<file path="config.mk">
export PLATFORM = sky130hd
export DESIGN_NAME = div_result_bcd
export DESIGN_NICKNAME = d
export VERILOG_FILES = /design/src/rtl/div_result_bcd.sv
export SDC_FILE = /design/constraint.sdc
export NUM_CORES = 1
export LEC_CHECK = 0
export CAP_MARGIN = 15
export CELL_PAD_IN_SITES_DETAIL_PLACEMENT = 0
export CELL_PAD_IN_SITES_GLOBAL_PLACEMENT = 1
export CORE_MARGIN = 2
export CORE_UTILIZATION = 46
export CTS_CLUSTER_SIZE = 24
export DETAILED_ROUTE_END_ITERATION = 7
export MAX_ROUTING_LAYER = met4
export PLACE_DENSITY = 0.84
export SLEW_MARGIN = 20
export SYNTH_ARGS = -nofsm -noshare
export SYNTH_HDL_FRONTEND = slang
export SYNTH_SLANG_ARGS = --single-unit
</file>
<file path="constraint.sdc">
create_clock -name CLK -period 4.1 [get_ports CLK]
set_input_delay 0.82 -clock CLK [delete_from_list [all_inputs] [get_ports CLK]]
set_output_delay 0.82 -clock CLK [all_outputs]
set_load 0.02 [all_outputs]
</file>
<file path="src/rtl/div_result_bcd.sv">
// Result stage after the restoring divider: captures quotient/remainder, converts
// each to two BCD digits with double dabble (one bit per clock), hands off via Valid/Ack.
module div_result_bcd #(
  parameter int unsigned N = 4
) (
  input  logic         CLK,
  input  logic         RST,
  input  logic         Start,
  input  logic [N-1:0] Quotient,
  input  logic [N-1:0] Remainder,
  input  logic         DivZero,
  input  logic         Ack,
  output logic         Busy,
  output logic         Valid,
  output logic         Err,
  output logic [3:0]   Q_Tens,
  output logic [3:0]   Q_Ones,
  output logic [3:0]   R_Tens,
  output logic [3:0]   R_Ones
);

  localparam int unsigned SW = N + 8;
  localparam int unsigned CW = $clog2(N + 1);

  localparam logic [1:0] IDLE = 2'd0;
  localparam logic [1:0] CONV = 2'd1;
  localparam logic [1:0] DONE = 2'd2;

  logic [1:0]    state, state_nxt;
  logic [CW-1:0] cnt, cnt_nxt;
  logic [SW-1:0] q_sr, q_sr_nxt;
  logic [SW-1:0] r_sr, r_sr_nxt;
  logic          busy_nxt, valid_nxt, err_nxt;
  logic [3:0]    q_tens_nxt, q_ones_nxt, r_tens_nxt, r_ones_nxt;

  // One double-dabble step on {tens, ones, binary}: add 3 to nibbles >= 5, then shift left.
  function automatic logic [SW-1:0] dd_step(input logic [SW-1:0] v);
    logic [3:0] tens;
    logic [3:0] ones;
    tens = v[SW-1 -: 4];
    ones = v[N+3 -: 4];
    if (tens >= 4'd5) tens = tens + 4'd3;
    if (ones >= 4'd5) ones = ones + 4'd3;
    return {tens, ones, v[N-1:0]} << 1;
  endfunction

  always_ff @(posedge CLK or posedge RST) begin
    if (RST) state <= IDLE;
    else     state <= state_nxt;
  end

  // Divide-by-zero enters CONV with a zero count so both paths share the DONE-entry cycle.
  always_comb begin
    state_nxt  = state;
    cnt_nxt    = cnt;
    q_sr_nxt   = q_sr;
    r_sr_nxt   = r_sr;
    busy_nxt   = 1'b0;
    valid_nxt  = 1'b0;
    err_nxt    = Err;
    q_tens_nxt = Q_Tens;
    q_ones_nxt = Q_Ones;
    r_tens_nxt = R_Tens;
    r_ones_nxt = R_Ones;
    unique case (state)
      IDLE: begin
        if (Start) begin
          state_nxt = CONV;
          q_sr_nxt  = {8'd0, Quotient};
          r_sr_nxt  = {8'd0, Remainder};
          cnt_nxt   = DivZero ? '0 : CW'(N);
          err_nxt   = DivZero;
          busy_nxt  = ~DivZero;
        end
      end
      CONV: begin
        if (cnt != '0) begin
          q_sr_nxt = dd_step(q_sr);
          r_sr_nxt = dd_step(r_sr);
          cnt_nxt  = cnt - CW'(1);
          busy_nxt = (cnt != CW'(1));
        end else begin
          state_nxt  = DONE;
          valid_nxt  = 1'b1;
          q_tens_nxt = q_sr[SW-1 -: 4];
          q_ones_nxt = q_sr[N+3 -: 4];
          r_tens_nxt = r_sr[SW-1 -: 4];
          r_ones_nxt = r_sr[N+3 -: 4];
        end
      end
      DONE: begin
        valid_nxt = 1'b1;
        if (Ack) begin
          state_nxt = IDLE;
          valid_nxt = 1'b0;
        end
      end
      default: state_nxt = IDLE;
    endcase
  end

  always_ff @(posedge CLK or posedge RST) begin
    if (RST) begin
      cnt    <= '0;
      q_sr   <= '0;
      r_sr   <= '0;
      Busy   <= 1'b0;
      Valid  <= 1'b0;
      Err    <= 1'b0;
      Q_Tens <= 4'd0;
      Q_Ones <= 4'd0;
      R_Tens <= 4'd0;
      R_Ones <= 4'd0;
    end else begin
      cnt    <= cnt_nxt;
      q_sr   <= q_sr_nxt;
      r_sr   <= r_sr_nxt;
      Busy   <= busy_nxt;
      Valid  <= valid_nxt;
      Err    <= err_nxt;
      Q_Tens <= q_tens_nxt;
      Q_Ones <= q_ones_nxt;
      R_Tens <= r_tens_nxt;
      R_Ones <= r_ones_nxt;
    end
  end

endmodule

</file>
# After elaboration in Yosys (flattened, before gate mapping)
# Cells that the tools add are included.
op_classes:
  n_addsub: 5
  order_cmp: 4
  n_eq_ne: 7
  mux: 24
  n_bitwise: 2
  n_reduce_logical: 7
ops:
  columns: ["operator", "count"]
  rows:
  - ["12-bit two-way mux", 4]
  - ["12-bit one-hot mux with 2 select lines", 2]
  - ["4-bit by 3-bit >= comparator with 1-bit output (second input constant)", 4]
  - ["3-bit two-way mux", 5]
  - ["4-bit by 2-bit adder with 4-bit output (second input constant)", 2]
  - ["4-bit two-way mux", 2]
  - ["2-bit inequality test (second input constant)", 4]
  - ["3-bit by 2-bit adder with 3-bit output (second input constant)", 2]
  - ["2-bit two-way mux", 3]
  - ["2-bit one-hot mux with 3 select lines", 1]
  - ["3-bit one-hot mux with 2 select lines", 1]
  - ["3-bit AND reduction", 2]
  - ["1-bit two-way mux", 4]
  - ["1-bit one-hot mux with 2 select lines", 2]
  - ["2-bit AND reduction", 2]
  - ["3-bit by 1-bit inequality test with 1-bit output (second input constant)", 1]
  - ["3-bit nonzero test", 1]
  - ["3-bit by 1-bit subtractor with 3-bit output (second input constant)", 1]
  - ["2-bit by 1-bit == test with 1-bit output (second input constant)", 1]
  - ["2-bit == test (second input constant)", 1]
  - ["2-bit logical NOT", 1]
  - ["1-bit inverter", 2]
  - ["2-bit nonzero test", 1]
totals:
  reg_bits: 48
  out_inout_bits: 19

# Longest topological paths before layout
logic_depth:
  ltp_word: 4
  ltp_mapped: 7

# Worst setup path after synthesis
# Ideal clock, no wire load.
synth_path:
  path_kind: "input to register"
  start: "input Start"
  end: "register r_sr[7]"
  arrival_time_ns: 1.553
  t_required_ns: 3.978
  slack_ns: 2.425
  cell_stages: 4
  path_buffers: 1
  path_cell_list: "nand2b_1 > and3_1 > buf_2 > a32o_1"
synth_between:
  elab_chain_len: 2
synth_lines:
  columns: ["item", "line", "rtl"]
  rows:
  - ["start: declaration", "8", "input logic Start,"]
  - ["2-bit inequality test (no source line)", null, null]
  - ["3-bit AND reduction (no source line)", null, null]
  - ["end signal: assignment", "117", "r_sr <= r_sr_nxt;"]
  - ["end: declaration", "32", "logic [SW-1:0] r_sr, r_sr_nxt;"]
# Every way passes these cells.
# A chain may end at the register's enable or synchronous reset.

# Worst setup path in the final report
layout_path:
  start: "register state[1]"
  end: "register r_sr[11]"
layout_between:
  elab_chain_len: 3
  word_cells_on_any_way: 7
layout_lines:
  columns: ["item", "line", "rtl"]
  rows:
  - ["start: declaration", "29", "logic [1:0] state, state_nxt;"]
  - ["start signal: assignment", "49", "else state <= state_nxt;"]
  - ["2-bit by 1-bit == test with 1-bit output / 2-bit logical NOT (equally long branches)", "65", "unique case (state)"]
  - ["2-bit inequality test (no source line) / 2-bit nonzero test (equally long branches)", null, null]
  - ["3-bit AND reduction (no source line)", null, null]
# Parallel ways exist; a longest one is shown, timed or not.

==> flow_metrics.tcl <==
set metrics [dict create \
    fin_nets 262 \
    postSynthCellCount 204 \
    syn_nets 231 \
    ys_types 34 \
    synth-edff-count 0 \
    port_buffers 31 \
    die_h_um 74.4 \
    ys_seq_elements 48 \
    fin_ws_ps 1740 \
    synth_area_leaders "dfrtp_1 (53%), ha_1 (7.7%), mux2i_1 (4.8%)" \
    cts_setup_buffers 0 \
    skew_ps 6.07 \
    end_kind "flop" \
    die_x_um 74.4 \
    power_density_nw_per_um2 686 \
    critical_path.cell_chain "inv_1 -> ha_1 -> mux2i_1 -> nor2b_2 -> o31ai_1 -> a32o_1" \
    cts-root-buf "clkbuf_8" \
    fin_crit_sh 0.575 \
    syn_area_per_cell_um2 11.2 \
    drive_above_1_share 0.0551 \
    criticalPathCategory "reg2reg" \
    arrival_ps 2550 \
    via_per_inst 5.10 \
    path_depth 6 \
    hp-class "reg2reg" \
    max_slew_margin 0.467 \
    ios 32 \
    yosys.area.top_type "dfrtp_1" \
    cts_tree "yes" \
    cts.sinks 48 \
    min_period_ps 2360 \
    cts_hold_buf 0 \
    grt_max_degree 49 \
    track_usage 0.170 \
    fmax_mhz 424 \
    finalSetupViolCount 0 \
    fin_hold_ws_ps 485 \
    num_rows 25 \
    start_util 0.480 \
    tns_ps 0 \
    synth_top_area_share 0.527 \
    ys_seq_area_frac 0.527 \
    antenna_found_initial 0 \
    start_kind "flop" \
    drc_errors 0 \
    cp_slowest_cell "ha_1" \
    design_area_um2 2730 \
    place_congestion 0.756 \
    grt.overflow.total 0 \
    post-place-ws_ps 1630 \
    critical_path.startpoint "state[1]" \
    wl_um 3940 \
    dp_hpwl_um 2700 \
    yosys_warnings 0 \
    r2r_end "r_sr[11]" \
    grt_pass1_wl_um 7010 \
    synth-async-reset-ratio 1.00 \
    r2r_start "state[1]" \
    r2r_cells 6 \
    slew_viol_final 0 \
    cap_violations 0 \
    numCtsBuffers 5 \
    core-area_um2 4750 \
    htreeDepth 2 \
    leakage_uw 0.00127 \
    clkTransAtPathRegs_ps 80 \
    drt-wirelength-per-cell_um 13.0 \
    clockBufferDepth 2 \
    syn_area_um2 2280 \
    num_vias 1544 \
    grt_pass1_vias 1526 \
    drt_iter0_drc 65 \
    status "finished clean" \
    path_buf_inv 1 \
    crit_required_ps 4290 \
    ys.flop_type "dfrtp_1" \
    clk_latency_ps 300 \
    cts.repair.resized 0 \
    cp_max_fo 15 \
    antenna_left 0 \
    rsz0062_at_grt "no" \
    r2r_slack_ps 1740 \
    post_dp_cell_area_um2 2640 \
    slowest_delay_ps 600 \
    tightest_slew_ps 799 \
    syn_to_final_growth_pct 19.7 \
    num_antenna_cells 0 \
    yosysMostFrequentCell "dfrtp_1" \
    synthTopCellsByCount "dfrtp_1 (48), nand2_1 (25), o21ai_1 (22)" \
    die_area_um2 5540 \
    cpLargestDelayFamily "adder cells" \
    finalHoldViolations 0 \
    firstDrtPassIters 4 \
    vdd_drop_max_v 0.000468 \
    worstSetupEndpoint "r_sr[11]" \
]
-- final cells by class --
cell class	count	area, µm²
well taps	67	83.8
inverters	14	53.8
flip-flops and latches	48	1200
repair buffers	31	310
fillers	448	2020
multi-input cells	135	988
clock buffers	7	86.3
clock inverters	1	7.51
-- layer usage --
| layer | GRT usage | share of wire | vias to the layer above |
|---|---|---|---|
| met5 | - | 0 | - |
| met3 | 0.0407 | 0.033 | 6 |
| met4 | 0.0417 | 0.012 | 0 |
| li1 | - | - | 772 |
| met1 | 0.227 | 0.50 | 734 |
| met2 | 0.262 | 0.46 | 32 |
-- cell usage in the layout (no fill, tap or decap), drive strengths merged, types with 6 or more instances in the layout --
cell	n
a21oi	6
clkbuf	7
clkdlybuf4s50	31
dfrtp	48
ha	14
inv	13
mux2	10
mux2i	11
nand2	25
nand2b	8
o21ai	24
o22ai	7
-- kinds of logic after synthesis --
kind of cell	synth area share
compound gates	0.134
xor+xnor	0.0192
fa+ha+maj	0.0768
buf+inv	0.0400
flops	0.527
mux	0.0976
simple gates	0.105
-- flip-flops by register name, summed over array words and instances, names as in the netlist, 2 cells and up --
register,cells
R_Ones,4
cnt,3
r_sr,12
R_Tens,4
state,2
Q_Tens,4
q_sr,12
Q_Ones,4
-- per-stage QoR --
step            util  total power, µW  std cells
2_1_floorplan      -             1350        204
3_3_place_gp   0.554             1580        295
3_5_place_dp   0.554             1600        295
4_1_cts        0.574             1890        303
5_1_grt        0.574             2040        303
6_report       0.574             1870        303
-- worst min path at each step --
stage | start | endpoint | slack [ps] | cells after the start
floorplan | q_sr[0] | q_sr[0] | 460 | 2
global placement | R_Tens[0] | R_Tens[0] | 470 | 2
detailed placement | R_Tens[0] | R_Tens[0] | 470 | 2
CTS | R_Tens[0] | R_Tens[0] | 490 | 2
global route | Q_Tens[3] | Q_Tens[3] | 520 | 1
finish | R_Tens[1] | R_Tens[1] | 490 | 2
-- power breakdown --
| part | switching [µW] | internal [µW] | total (µW) |
|---|---|---|---|
| clock | 155 | 137 | 292 |
| combinational | 500 | 366 | 866 |
| sequential | 89.1 | 626 | 715 |
-- worst reg2reg max path, delay by kind of cell, from the launching register on --
kind | cells | cell delay [ps]
compound gates | 2 | 390
flops | 1 | 400
mux | 1 | 290
simple gates | 1 | 500
fa+ha+maj | 1 | 600
buf+inv | 1 | 80
Power figures use the tool's default switching activity.
